$ cat src/rtl/voice_period_meter_pkg.sv
// Shared constants, FSM encoding and small sample helpers for the voice period meter.
package voice_period_meter_pkg;

  localparam logic [7:0] MIDSCALE = 8'd128;

  typedef enum logic {
    IDLE    = 1'b0,
    MEASURE = 1'b1
  } fsm_t;

  function automatic logic [7:0] max8(input logic [7:0] a, input logic [7:0] b);
    return (a > b) ? a : b;
  endfunction

  function automatic logic [7:0] min8(input logic [7:0] a, input logic [7:0] b);
    return (a < b) ? a : b;
  endfunction

endpackage

$ cat src/rtl/schmitt_detect.sv
// Hysteresis comparator around mid-scale; emits a one-cycle pulse on each LOW->HIGH transition.
module schmitt_detect
  import voice_period_meter_pkg::*;
#(
  parameter int HYST = 8
) (
  input  logic       clk,
  input  logic       rst,
  input  logic [7:0] sample_in,
  input  logic       sample_en,
  output logic       rise
);

  localparam logic [8:0] HI_TH = {1'b0, MIDSCALE} + 9'(HYST);
  localparam logic [8:0] LO_TH = {1'b0, MIDSCALE} - 9'd1 - 9'(HYST);

  logic state_r;
  logic state_next_s;

  // Next comparator state; samples inside the band keep the previous decision
  always_comb begin
    state_next_s = state_r;
    if (sample_en) begin
      if ({1'b0, sample_in} >= HI_TH) begin
        state_next_s = 1'b1;
      end else if ({1'b0, sample_in} <= LO_TH) begin
        state_next_s = 1'b0;
      end else begin
        state_next_s = state_r;
      end
    end else begin
      state_next_s = state_r;
    end
  end

  // State register and edge pulse; reset HIGH so a LOW must precede the first edge
  always_ff @(posedge clk) begin
    if (rst) begin
      state_r <= 1'b1;
      rise    <= 1'b0;
    end else begin
      state_r <= state_next_s;
      rise    <= state_next_s & ~state_r;
    end
  end

endmodule

$ cat src/rtl/voice_period_meter.sv
// Measures the fundamental period of an 8-bit voice waveform, averaged over 2^AVG_LOG2 periods,
// with per-window peak tracking and a no-signal timeout.
module voice_period_meter
  import voice_period_meter_pkg::*;
#(
  parameter int               CNT_W    = 24,
  parameter int               HYST     = 8,
  parameter int               AVG_LOG2 = 2,
  parameter logic [CNT_W-1:0] TIMEOUT  = 24'd5000000
) (
  input  logic             clk,
  input  logic             rst,
  input  logic [7:0]       sample_in,
  input  logic             sample_en,
  output logic [CNT_W-1:0] period_out,
  output logic             period_valid,
  output logic [7:0]       peak_max,
  output logic [7:0]       peak_min,
  output logic             no_signal
);

  localparam int ACC_W  = CNT_W + AVG_LOG2;
  localparam int NPER_W = AVG_LOG2 + 1;
  localparam logic [NPER_W-1:0] NPER_FULL = NPER_W'(1) << AVG_LOG2;

  logic              rise;
  fsm_t              state_r;
  logic [CNT_W-1:0]  cnt_r;
  logic [ACC_W-1:0]  acc_r;
  logic [NPER_W-1:0] nper_r;
  logic [7:0]        max_r;
  logic [7:0]        min_r;

  logic [ACC_W-1:0]  acc_sum_s;
  logic [NPER_W-1:0] nper_inc_s;
  logic [7:0]        max_now_s;
  logic [7:0]        min_now_s;

  schmitt_detect #(.HYST(HYST)) u_schmitt (
    .clk       (clk),
    .rst       (rst),
    .sample_in (sample_in),
    .sample_en (sample_en),
    .rise      (rise)
  );

  // Running sums and trackers including the current sample, used on report and normal update
  always_comb begin
    acc_sum_s  = acc_r + ACC_W'(cnt_r);
    nper_inc_s = nper_r + NPER_W'(1);
    if (sample_en) begin
      max_now_s = max8(max_r, sample_in);
      min_now_s = min8(min_r, sample_in);
    end else begin
      max_now_s = max_r;
      min_now_s = min_r;
    end
  end

  // Period measurement FSM with registered report outputs
  always_ff @(posedge clk) begin
    if (rst) begin
      state_r      <= IDLE;
      cnt_r        <= '0;
      acc_r        <= '0;
      nper_r       <= '0;
      max_r        <= 8'd0;
      min_r        <= 8'd255;
      period_out   <= '0;
      period_valid <= 1'b0;
      peak_max     <= 8'd0;
      peak_min     <= 8'd255;
      no_signal    <= 1'b1;
    end else begin
      period_valid <= 1'b0;
      case (state_r)
        IDLE: begin
          if (rise) begin
            cnt_r   <= CNT_W'(1);
            acc_r   <= '0;
            nper_r  <= '0;
            max_r   <= 8'd0;
            min_r   <= 8'd255;
            state_r <= MEASURE;
          end
        end
        MEASURE: begin
          // An edge takes priority over a timeout landing in the same cycle
          if (rise) begin
            cnt_r <= CNT_W'(1);
            if (nper_inc_s == NPER_FULL) begin
              period_out   <= CNT_W'(acc_sum_s >> AVG_LOG2);
              peak_max     <= max_now_s;
              peak_min     <= min_now_s;
              period_valid <= 1'b1;
              no_signal    <= 1'b0;
              acc_r        <= '0;
              nper_r       <= '0;
              max_r        <= 8'd0;
              min_r        <= 8'd255;
            end else begin
              acc_r  <= acc_sum_s;
              nper_r <= nper_inc_s;
              max_r  <= max_now_s;
              min_r  <= min_now_s;
            end
          end else if (cnt_r == TIMEOUT) begin
            no_signal  <= 1'b1;
            period_out <= '0;
            acc_r      <= '0;
            nper_r     <= '0;
            max_r      <= 8'd0;
            min_r      <= 8'd255;
            state_r    <= IDLE;
          end else begin
            cnt_r <= cnt_r + CNT_W'(1);
            max_r <= max_now_s;
            min_r <= min_now_s;
          end
        end
        default: begin
          state_r <= IDLE;
        end
      endcase
    end
  end

endmodule

$ cat config.mk
export PLATFORM = sky130hd
export DESIGN_NAME = voice_period_meter
export DESIGN_NICKNAME = d
export VERILOG_FILES = /design/src/rtl/voice_period_meter_pkg.sv /design/src/rtl/schmitt_detect.sv /design/src/rtl/voice_period_meter.sv
export SDC_FILE = /design/constraint.sdc
export NUM_CORES = 1
export LEC_CHECK = 0
export BUFFER_PORTS_ARGS = -buffer_cell sky130_fd_sc_hd__buf_2
export CAP_MARGIN = 20
export CORE_MARGIN = 2
export CORE_UTILIZATION = 46
export DETAILED_ROUTE_END_ITERATION = 16
export GPL_TIMING_DRIVEN = 1
export PLACE_DENSITY = 0.74
export SLEW_MARGIN = 20
export SYNTH_ARGS = -nofsm -noshare
export SYNTH_HDL_FRONTEND = slang
export SYNTH_SLANG_ARGS = --single-unit
$ cat constraint.sdc
create_clock -name clk -period 8.1 [get_ports clk]
set_clock_uncertainty 0.2 [all_clocks]
set_input_delay 2.43 -clock clk [delete_from_list [all_inputs] [get_ports clk]]
set_output_delay 2.43 -clock clk [all_outputs]
set_load 0.05 [all_outputs]
Word-level counts from Yosys, hierarchy flattened --
Index checks and enable logic that the tools add are counted. Widths: inputs -> output; s select.
Storage, ports and cells: output and inout port bits 42, flip-flop bits (word level) 114, bits of input ports 11, logic and storage cells 78
Cells by class: muxes and demuxes 42, $lt $le $gt $ge 4, reductions and logical operators 6, add/sub/neg operators 3, equal/unequal tests 6, bitwise logic cells 4
Operator list (number):
- $mux 24 | 6
- $mux 26 | 4
- $mux 8 | 12
- $pmux 26 s2 | 1
- $pmux 24 s2 | 1
- $pmux 8 s2 | 2
- $add 26x24->26 | 1
- $add 24x1->24 const B | 1
- $eq 24x23->1 const B | 1
- $mux 3 | 4
- $mux 1 | 10
- $ge 8x8->1 const B | 1
- $gt 8x8->1 | 1
- $le 8x7->1 const B | 1
- $lt 8x8->1 | 1
- $pmux 3 s2 | 1
- $reduce_and 3->1 | 2
- $reduce_and 2->1 | 2
- $add 3x1->3 const B | 1
- $eq 3x3->1 const B | 1
- $ne 3x1->1 const B | 1
- $ne 3x2->1 const B | 1
- $not 1->1 | 3
- $reduce_or 3->1 | 1
- 5 further kinds | 5

Longest topological paths before layout --
Gate-level depths: netlist (run 1).
word-level depth 6, depth in mapped cells 11, depth with buffers taken out 10

Hierarchy --
A second synthesis (run 1) with hierarchy kept.
Second synthesis, totals: cell total of the unflattened synthesis 781, area total of the unflattened synthesis 6592.6 um^2
Modules (own cells, without submodules):
- voice_period_meter | sequential area each 2242.2 um^2, cells an instance 772, instances 1, area each 6503.7 um^2
- schmitt_detect | sequential area each 40.0 um^2, cells an instance 9, instances 1, area each 88.8 um^2

Worst setup path after synthesis (run 1) --
OpenSTA, ideal clock, no wires.
path type input -> register, from in sample_in[1], to reg peak_max[2], buffers on the path 1, arrival time 4199 ps, cell stages on the path 10, data required time 7809 ps, slack 3610 ps, cell sequence inv_1 > ha_1 > nor2b_1 > o21a_1 > o21a_1 > o21bai_1 > o2bb2ai_1 > clkbuf_1 > nand3_1 > a311oi_1
On the way: longest elaborated chain between the ends 3
RTL lines:
- start: declaration | line voice_period_meter.sv:13 | input logic [7:0] sample_in,
- $gt 8x8->1 | line voice_period_meter_pkg.sv:12 | return (a > b) ? a : b;
- $mux 8 | line voice_period_meter_pkg.sv:12
- $mux 8 | line voice_period_meter.sv:51 | if (sample_en) begin
- end signal: assignment | line voice_period_meter.sv:93 | peak_max <= max_now_s;
- end: declaration | line voice_period_meter.sv:17 | output logic [7:0] peak_max,
Every way passes these cells. A chain may end at the register's enable or synchronous reset.

Final worst setup path (run 1) --
from in sample_in[1], to reg max_r[7]
On the way: longest elaborated chain between the ends 6, elaborated cells on any way between the ends 7, those cells by class 1 x order compare; 6 x mux
RTL lines:
- $gt 8x8->1 * | line voice_period_meter_pkg.sv:12
- $mux 8 * | line voice_period_meter_pkg.sv:12
- $mux 8 * | line voice_period_meter.sv:51
- $mux 8, on equally long branches | line voice_period_meter.sv:107, voice_period_meter.sv:91
- $mux 8 * | line voice_period_meter.sv:89 | if (rise) begin
- $pmux 8 s2 * | line voice_period_meter.sv:76 | case (state_r)
- end signal: assignment | line voice_period_meter.sv:104 | max_r <= max_now_s;
- end signal: assignment | line voice_period_meter.sv:117 | max_r <= max_now_s;
- end: declaration | line voice_period_meter.sv:31 | logic [7:0] max_r;
Mark *: on every way between the ends. The rest lies on a longest branch, timed or not.

==> results of run 1 <==
[where the power goes]
group	total [mW]	leakage [nW]	switching (mW)	internal, mW
Sequential	0.564	0.919	0.00157	0.562
Combinational	0.0432	1.68	0.0303	0.0129
Clock	0.807	0.311	0.280	0.527
[final timing paths]
kind                                    from                           to  slack [ns]  cells after the start
hold reg to reg   period_out[2]$_SDFFE_PP0P_   period_out[2]$_SDFFE_PP0P_        0.25                      2
hold / removal    period_out[2]$_SDFFE_PP0P_   period_out[2]$_SDFFE_PP0P_        0.25                      2
setup / recovery                sample_in[1]        max_r[7]$_SDFFE_PP0P_        3.52                     10
setup reg to reg       cnt_r[0]$_SDFFE_PP0P_  period_out[18]$_SDFFE_PP0P_        4.90                     10
[area by class of cell]
class	count	area (sq um)
flip-flops and latches	114	2280
clock inverters	14	206
repair buffers	56	290
multi-input cells	538	3680
clock buffers	18	439
well taps	176	220
fillers	1177	6020
inverters	29	109
[placed cells by master, fill, tap and decap left out, types with 9 or more instances in the layout]
master	count
o21a_1	9
xor2_1	21
nor2_1	58
a21o_1	21
ha_1	43
nand3_1	30
nand4_1	15
a22o_1	19
dfxtp_1	114
a311oi_1	9
nand2b_1	11
a21oi_1	43
buf_2	52
nand2_1	47
a22oi_1	9
clkbuf_16	17
inv_1	29
nor3_1	25
o21ai_0	28
xnor2_1	17
a211oi_1	12
[metrics by stage]
| step | util, % | cell area (sq um) | hold slack, ns | std cells | worst slack (ns) |
|---|---|---|---|---|---|
| 3_5_place_dp | 49.6 | 6570 | 0.242 | 913 | 2.84 |
| 5_1_grt | 54.5 | 7220 | 0.277 | 945 | 3.29 |
| 4_1_cts | 54.5 | 7220 | 0.253 | 945 | 3.25 |
| 6_report | 54.5 | 7220 | 0.248 | 945 | 3.52 |
| 2_1_floorplan | - | 6240 | 0.200 | 725 | 3.61 |
| 3_3_place_gp | 49.6 | 6570 | 0.228 | 913 | 2.99 |
[per-layer routing]
layer,GRT usage [%],vias up
li1,-,2770
met1,29.9,2771
met2,38.2,165
met3,4.10,28
met4,9.30,0
met5,0,-
[state kept, by name, summed over array words and instances (netlist names)]
| name | count |
|---|---|
| nper_r | 3 |
| min_r | 8 |
| peak_min | 8 |
| no_signal | 1 |
| max_r | 8 |
| peak_max | 8 |
| state_r | 1 |
| u_schmitt.state_r | 1 |
| u_schmitt.rise | 1 |
| period_out | 24 |
| cnt_r | 24 |
| period_valid | 1 |
| acc_r | 26 |
[critical path, cell delays in order]
cell and delay, ns:
buf_2 0.14, inv_1 0.07, ha_1 0.32, nor2b_1 0.14
o21a_1 0.16, o21a_1 0.16, o21bai_1 0.15, o2bb2ai_2 0.39
nand3_1 0.42, o32ai_1 0.32
[cell families (layout without fill, tap and decap cells)]
family,after synthesis,count (layout)
buffers and inverters,73,117
adders and majority gates,44,44
muxes,4,4
xor gates and xnor gates,38,38
DFF,114,114
and+or+nand+nor,231,231
AOI/OAI and AO/OA,221,221
==> results.md, run 1 <==
* PD cells at 196 nW/um^2
* DR top layer: met4
* Met3 routed WL at 861 um
* Io pins at 53
* DIE WIDTH at 120 um
* Post-DP HPWL at roughly 12000 um
* Crit path max fanout at 18
* Mapped Nets at 780
* CTS Sinks at 114
* Post-detailed-route count of antenna-violating nets at 0
* RSZ-0062 raised after global routing: false
* PnR Total Power at 1.41 mW
* Pin count of the biggest net entering global routing at 85
* Compound-Gate Fraction of Synth Area at 25.4%
* WL per Instance at 17.4 um
* Fmax at 219 MHz
* Area leader, netlist: dfxtp_1
* Final count of negative-setup-slack endpoints at 0
* CTS H-tree lvls at 4
* Clock tree root buffer cell: clkbuf_16
* Count of input and output buffers at 52
* Synth top cells by count: dfxtp_1, nor2_1, nand2_1
* Cell area after synthesis at just over 6000 sq um
* CTS tree: yes
* Resize count post-CTS at 0
* WL final at 16500 um
* Fin. Hold Viols at 0
* Area contributors post-synth: dfxtp_1, ha_1, nor2_1
* CTS Buffer Depth at 2
* Hold buffers post-CTS at 0
* CP endpoint kind: flip-flop
* Vias in the first global route at 5480
* TNS Setup at 0 ns
* Fraction of layout cells with a size suffix above 1 at 12.9%
* Relative slew slack at around a quarter
* Post-CTS Setup Bufs at 0
* Worst setup SP type: input port
* Met2 wire length at 8030 um
* Core Area at approximately 13000 sq um
* Clk slew on worst S/H paths at 0.06 ns
* Min cycle time layout at about 4.6 ns
* Fraction of registers with async set/reset at 0%
* Diode count at 0
* Via count at 5734
* VDD IR max at approximately 0.00012 V
* Fin crit share at about 56%
* Share of the synthesized area in the top cell type at 36.6%
* Vias per cell at about 6.1
* Post-synth top flop: dfxtp_1
* Slew Limit Fails at 0
* Gpl congestion at 0.936
* Run status: finished, final reports clean
* Kind of critical path: input port to flip-flop
* Avg Inst Size Synth at approximately 8.6 sq um
* Worst slew pin tran at 1.13 ns
* Sequential cell area fraction in the yosys report at 36.6%
* Synth warn at 0
* Worst path arrival time at 4.70 ns
* Critical path data required time at 8.22 ns
* Leakage at between 2 and 3 nW
* Cells after Synth at 725
* Count leader, synth: dfxtp_1
* Initial Utilization at 47.1%
* GRT Overall Usage at 23.1%
* Drt drc at 0
* Die Y at roughly 120 um
* Hold/Removal Path Class: flip-flop to flip-flop
* Simple-gate share of the synthesized area at a little under a fifth
* Post-synth EDFFs at 0
* NumNets Final at just over 800
* CTS Buf Count at 17
* Full die area at 14500 sq um
* Max-Cap Viols at 0
* Adder-cell area share of the yosys netlist at around 9%
* Xor-xnor portion of the synthesized cell area at about 5.3%
* Grt total ovfl at 0
* Antenna violations before repair at 0
* Yosys cell types at 66
* Largest family of logic cells by synthesized area: compound AO/OA/AOI/OAI gates
* Metal-1 WL at 7250 um
* Site Rows at 42
* Worst skew pair latency at 0.42 ns
* Iter 0 DRT Violations at around 390
* Mux contribution to synthesized area at 0.642%
* Post-synthesis register bit count at 114
* First-pass GRT wire length at 26900 um
* First-pass iteration count of the detailed router at 5
* Area delta synth->final at 15.8%
No activity file was read; power rests on OpenSTA's default activity.
==> run 2: changes to the inputs <==
--- a/config.mk
+++ b/config.mk
@@ -11,7 +11,7 @@
 export CORE_UTILIZATION = 46
 export DETAILED_ROUTE_END_ITERATION = 16
 export GPL_TIMING_DRIVEN = 1
-export PLACE_DENSITY = 0.74
+export PLACE_DENSITY = 0.77
 export SLEW_MARGIN = 20
 export SYNTH_ARGS = -nofsm -noshare
 export SYNTH_HDL_FRONTEND = slang
==> constraint.sdc (replaced) <==
create_clock -name clk -period 3.7 [get_ports clk]
set_clock_uncertainty 0.2 [all_clocks]
set_input_delay 1.11 -clock clk [delete_from_list [all_inputs] [get_ports clk]]
set_output_delay 1.11 -clock clk [all_outputs]
set_load 0.05 [all_outputs]
==> results.md, run 2 (synthesis results as in run 1) <==
* Run status: finished, final reports clean
* FF-to-FF setup slack at 0.57 ns
* Length in cells of the worst reg-to-reg path at 8
* Vias in the first global route at 5495
* Fmax at ~320 MHz
* Area delta synth->final at 15.0%
* Worst skew pair latency at between 0.4 and 0.5 ns
* First-pass GRT wire length at 26500 um
* Vias per cell at about 6
* Fin crit share at 84.7%
* Post-CTS Setup Bufs at 0
* Pin count of the biggest net entering global routing at between 50 and 60
* Full die area at roughly 15000 sq um
* Hold buffers post-CTS at 0
* CTS Buffer Depth at 2
* Worst setup SP type: flip-flop
* CTS Buf Count at 17
* Reg-to-Reg End: acc_r[20]$_SDFFE_PP0P_
* VDD IR max at ~0.00036 V
* Post-detailed-route count of antenna-violating nets at 0
* GRT Overall Usage at 22.6%
* Worst Hold End: period_out[11]$_SDFFE_PP0P_
* Commonest non-fill, non-tap cell in the layout: dfxtp_1
* Final core utilization at 54.2%
* Count of input and output buffers at 52
* Leakage at 2.88 nW
* Filler cells at between 1000 and 1500
* Initial Utilization at 47.1%
* Max reg flops at 26
* Critical path data required time at 3.86 ns
* CTS H-tree lvls at 4
* Gpl congestion at approximately 0.88
* Drt drc at 0
* Site Rows at 42
* PD cells at 399 nW/um^2
* Clk slew on worst S/H paths at 0.06 ns
* Grt total ovfl at 0
* DIE WIDTH at ~120 um
* NumNets Final at 816
* TNS Setup at 0 ns
* WL final at 15900 um
* Hold Path Depth at 2
* Core Area at 13200 sq um
* CTS tree: yes
* Min-delay src: period_out[11]$_SDFFE_PP0P_
* Resize count post-CTS at 0
* PnR Total Power at 2.86 mW
* Post-DP HPWL at 11200 um
* Clock tree root buffer cell: clkbuf_16
* Antenna violations before repair at 0
* Max-Cap Viols at 0
* Min cycle time layout at 3.13 ns
* Hold/Removal Path Class: flip-flop to flip-flop
* WL per Instance at 16.7 um
* Critical R2R Launch: cnt_r[9]$_SDFFE_PP0P_
* Final std cells w/o fill at 950
* Iter 0 DRT Violations at ~270
* Kind of critical path: flip-flop to flip-flop
* Slew Limit Fails at 0
* Fin. Hold Viols at 0
* Biggest regs: acc_r x26, cnt_r x24, period_out x24
* Diode count at 0
* CTS Sinks at 114
* Largest Register: acc_r
* Final count of negative-setup-slack endpoints at 0
* Via count at 5607
* Die Y at approximately 120 um
* Io pins at 53
* Worst slew pin tran at between 1 and 1.5 ns
* First-pass iteration count of the detailed router at 4
* Worst path arrival time at 3.29 ns
* Relative slew slack at 29.9%
* Placed cells at 918
* Crit path max fanout at 8
* Fraction of layout cells with a size suffix above 1 at 13.3%
* CP endpoint kind: flip-flop
* Most frequent cells in the layout: dfxtp_1, nor2_1, buf_2
* RSZ-0062 raised after global routing: false
run 2: changes by cell type in the layout (fill, tap and decap cells not counted), moves of 2 or more:
cell	change
bufinv_16	-3
clkinv_2	+2
buf_4	+5
clkinv_4	-4
clkinvlp_4	+5
run 2: worst max-delay path, stage by stage, from the launching register on:
cell and delay [ns]:
dfxtp_1 0.36, ha_1 0.45, nand2_1 0.17, nor4_1 0.53, o211ai_1 0.33, a31oi_2 0.36, a21oi_1 0.20, xnor2_1 0.29
a22o_1 0.18
run 2: routing by layer:
metal	share of wire, %	vias up	global-route usage, %	wire, um
met1	44	2647	27.8	6930
li1	-	2779	-	-
met5	0	-	0	0
met4	2.4	0	9.16	383
met2	49	147	37.9	7800
met3	4.8	34	5.57	760
run 2: cell type report:
cell class	count	area (sq um)	area share (%)
Clock buffer	17	425	5.93
Clock inverter	15	138	1.92
Inverter	29	109	1.52
Multi-Input combinational cell	538	3670	51.2
Sequential cell	114	2280	31.8
Tap cell	176	220	3.07
Timing Repair Buffer	61	328	4.57
run 2: worst max path at each step:
stage / start / to / cells after the start
after floorplan: sample_in[1] / peak_max[2]$_SDFFE_PP0P_ / 10
after global placement: sample_in[1] / peak_min[5]$_SDFFE_PP1P_ / 9
after detailed placement: sample_in[1] / peak_min[1]$_SDFFE_PP1P_ / 9
after CTS: cnt_r[9]$_SDFFE_PP0P_ / acc_r[20]$_SDFFE_PP0P_ / 8
after global routing: cnt_r[9]$_SDFFE_PP0P_ / acc_r[20]$_SDFFE_PP0P_ / 8
final: cnt_r[9]$_SDFFE_PP0P_ / acc_r[20]$_SDFFE_PP0P_ / 8
run 2: through the flow:
stage | cell area (sq um) | setup slack (ns) | hold slack (ns)
floorplan | 6240 | 0.530 | 0.200
global placement | 6610 | 0.383 | 0.216
detailed placement | 6610 | 0.302 | 0.235
CTS | 7170 | 0.557 | 0.243
global route | 7170 | 0.392 | 0.251
finish | 7170 | 0.567 | 0.249
run 2: power breakdown:
group	internal [mW]	switching, mW	leakage [nW]
combinational	0.0289	0.0665	1.70
sequential	1.23	0.00284	0.919
clock	0.925	0.610	0.258
total	2.18	0.680	2.88
==> run 3: changes to the inputs <==
--- a/config.mk
+++ b/config.mk
@@ -11,7 +11,7 @@
 export CORE_UTILIZATION = 46
 export DETAILED_ROUTE_END_ITERATION = 16
 export GPL_TIMING_DRIVEN = 1
-export PLACE_DENSITY = 0.77
+export PLACE_DENSITY = 0.74
 export SLEW_MARGIN = 20
 export SYNTH_ARGS = -nofsm -noshare
 export SYNTH_HDL_FRONTEND = slang
==> constraint.sdc (replaced) <==
create_clock -name clk -period 3.2 [get_ports clk]
set_clock_uncertainty 0.2 [all_clocks]
set_input_delay 0.96 -clock clk [delete_from_list [all_inputs] [get_ports clk]]
set_output_delay 0.96 -clock clk [all_outputs]
set_load 0.05 [all_outputs]
==> results.md, run 3 (synthesis results as in run 1) <==
* Run status: finished, final reports clean
* Fmax at 332 MHz
* Grt total ovfl at 0
* Crit path max fanout at 4
* Io pins at between 50 and 60
* Critical path data required time at 3.37 ns
* Iter 0 DRT Violations at 405
* WL final at 16700 um
* Worst skew pair latency at 0.42 ns
* PD cells at 488 nW/um^2
* Final core utilization at a little under three fifths
* Pin count of the biggest net entering global routing at 77
* Vias in the first global route at between 5000 and 6000
* Max-Cap Viols at 0
* CP Cell Sequence: ha_1 > a21oi_1 > o21bai_1 > o21a_1 > a221oi_1 > o21ai_0 > buf_4 > or4_1 > nand3_1
* Drt drc at 0
* GRT Overall Usage at a little under a quarter
* RSZ-0062 raised after global routing: false
* PnR Total Power at 3.60 mW
* VDD IR max at 0.000283 V
* Largest Register: acc_r
* Vias per cell at 6.01
* Core Area at around 13000 sq um
* Area delta synth->final at 18.2%
* CTS Sinks at about 110
* Slew Limit Fails at 0
* Diode count at 0
* Post-CTS Setup Bufs at 0
* TNS Setup at 0 ns
* Leakage at 3.01 nW
* Relative slew slack at 50.7%
* Biggest regs: acc_r x26, cnt_r x24, period_out x24
* NumNets Final at 829
* Most frequent cells in the layout: dfxtp_1, nor2_1, buf_2
* DIE WIDTH at 120 um
* Clock tree root buffer cell: clkbuf_16
* Min cycle time layout at 3.01 ns
* Die Y at ~120 um
* Post-detailed-route count of antenna-violating nets at 0
* Fin crit share at 94.2%
* Commonest non-fill, non-tap cell in the layout: dfxtp_1
* Area after DPL at roughly 6700 sq um
* Worst slew pin tran at 0.737 ns
* Count of input and output buffers at between 50 and 60
* Fin. Hold Viols at 0
* Clk slew on worst S/H paths at 0.05 ns
* Worst path arrival time at approximately 3.2 ns
* CTS Buf Count at 17
* Antenna violations before repair at 0
* Site Rows at 42
* Worst stage delay on the critical path at 0.47 ns
* Via count at a little under 6000
* Initial Utilization at 47.1%
* Filler cells at 1199
* Slowest-stage cell, CP: or4_1
* Worst setup SP type: flip-flop
* First-pass iteration count of the detailed router at 5
* First-pass GRT wire length at 27600 um
* Post-DP HPWL at 12000 um
* Final instance area at 7370 sq um
* Max reg flops at 26
* Final count of negative-setup-slack endpoints at 0
* CTS Buffer Depth at 2
* CTS tree: yes
* Fraction of layout cells with a size suffix above 1 at 14.7%
* Full die area at about 15000 sq um
* CP endpoint kind: flip-flop
* CTS H-tree lvls at 4
* Placed cells at a little over 900
* Hold/Removal Path Class: flip-flop to flip-flop
* Gpl congestion at between 0.9 and 1
* Kind of critical path: flip-flop to flip-flop
* Final std cells w/o fill at 963
* WL per Instance at 17.3 um
[run 3: cell count changes in the layout (fill, tap and decap cells not counted), moves of 2 or more]
| cell | before | now |
|---|---|---|
| buf_4 | 9 | 21 |
| clkbuf_8 | 0 | 5 |
| clkinv_4 | 4 | 0 |
| clkinvlp_4 | 6 | 2 |
| bufinv_16 | 1 | 4 |
| inv_6 | 2 | 0 |
[run 3: path summary, 6_finish.rpt]
kind	slack [ns]	cells past startpoint	from	end
hold reg to reg	0.25	2	period_out[7]$_SDFFE_PP0P_	period_out[7]$_SDFFE_PP0P_
hold / removal	0.25	2	period_out[7]$_SDFFE_PP0P_	period_out[7]$_SDFFE_PP0P_
setup reg to reg	0.19	9	cnt_r[4]$_SDFFE_PP0P_	period_out[10]$_SDFFE_PP0P_
setup / recovery	0.19	9	cnt_r[4]$_SDFFE_PP0P_	period_out[10]$_SDFFE_PP0P_
[run 3: layout make-up]
cell class	count	area [sq um]	share of cell area, %
Clock inverter	9	150	2.04
Sequential cell	114	2280	31.0
Multi-Input combinational cell	538	3680	49.9
Clock buffer	23	498	6.75
Timing Repair Buffer	74	438	5.94
Inverter	29	109	1.48
Tap cell	176	220	2.99
[run 3: power breakdown]
part           switching (mW)  internal [mW]
sequential            0.00172           1.42
combinational          0.0815         0.0387
clock                   0.652           1.40
total                   0.735           2.86
[run 3: worst max-delay path, delay by kind of cell, from the launching register on]
kind	cells	cell delay, ns
AOI/OAI and AO/OA	5	1.24
DFF	1	0.35
adders and majority gates	1	0.38
and+or+nand+nor	2	0.56
buffers and inverters	1	0.21
[run 3: timing repair]
action,CTS,global route
endpoints found under the hold margin,0,0
gates resized for setup,0,2
hold buffers,0,0
setup endpoints to repair,0,7
[run 3: stage by stage]
| stage | hold WS [ns] | setup WS, ns |
|---|---|---|
| final | 0.251 | 0.186 |
| after global routing | 0.282 | 0.0576 |
| after CTS | 0.251 | 0.148 |
| after detailed placement | 0.244 | -0.0307 |
| after global placement | 0.240 | 0.131 |
| after floorplan | 0.200 | 0.180 |
[run 3: metal layers]
metal  part of all wire, %  GRT usage (%)  vias to the layer above
met2                    48           39.8                      192
met1                    44           29.5                     2767
met5                     0              0                        -
li1                      -              -                     2788
met4                   2.6           10.6                        0
met3                   5.4           5.71                       36
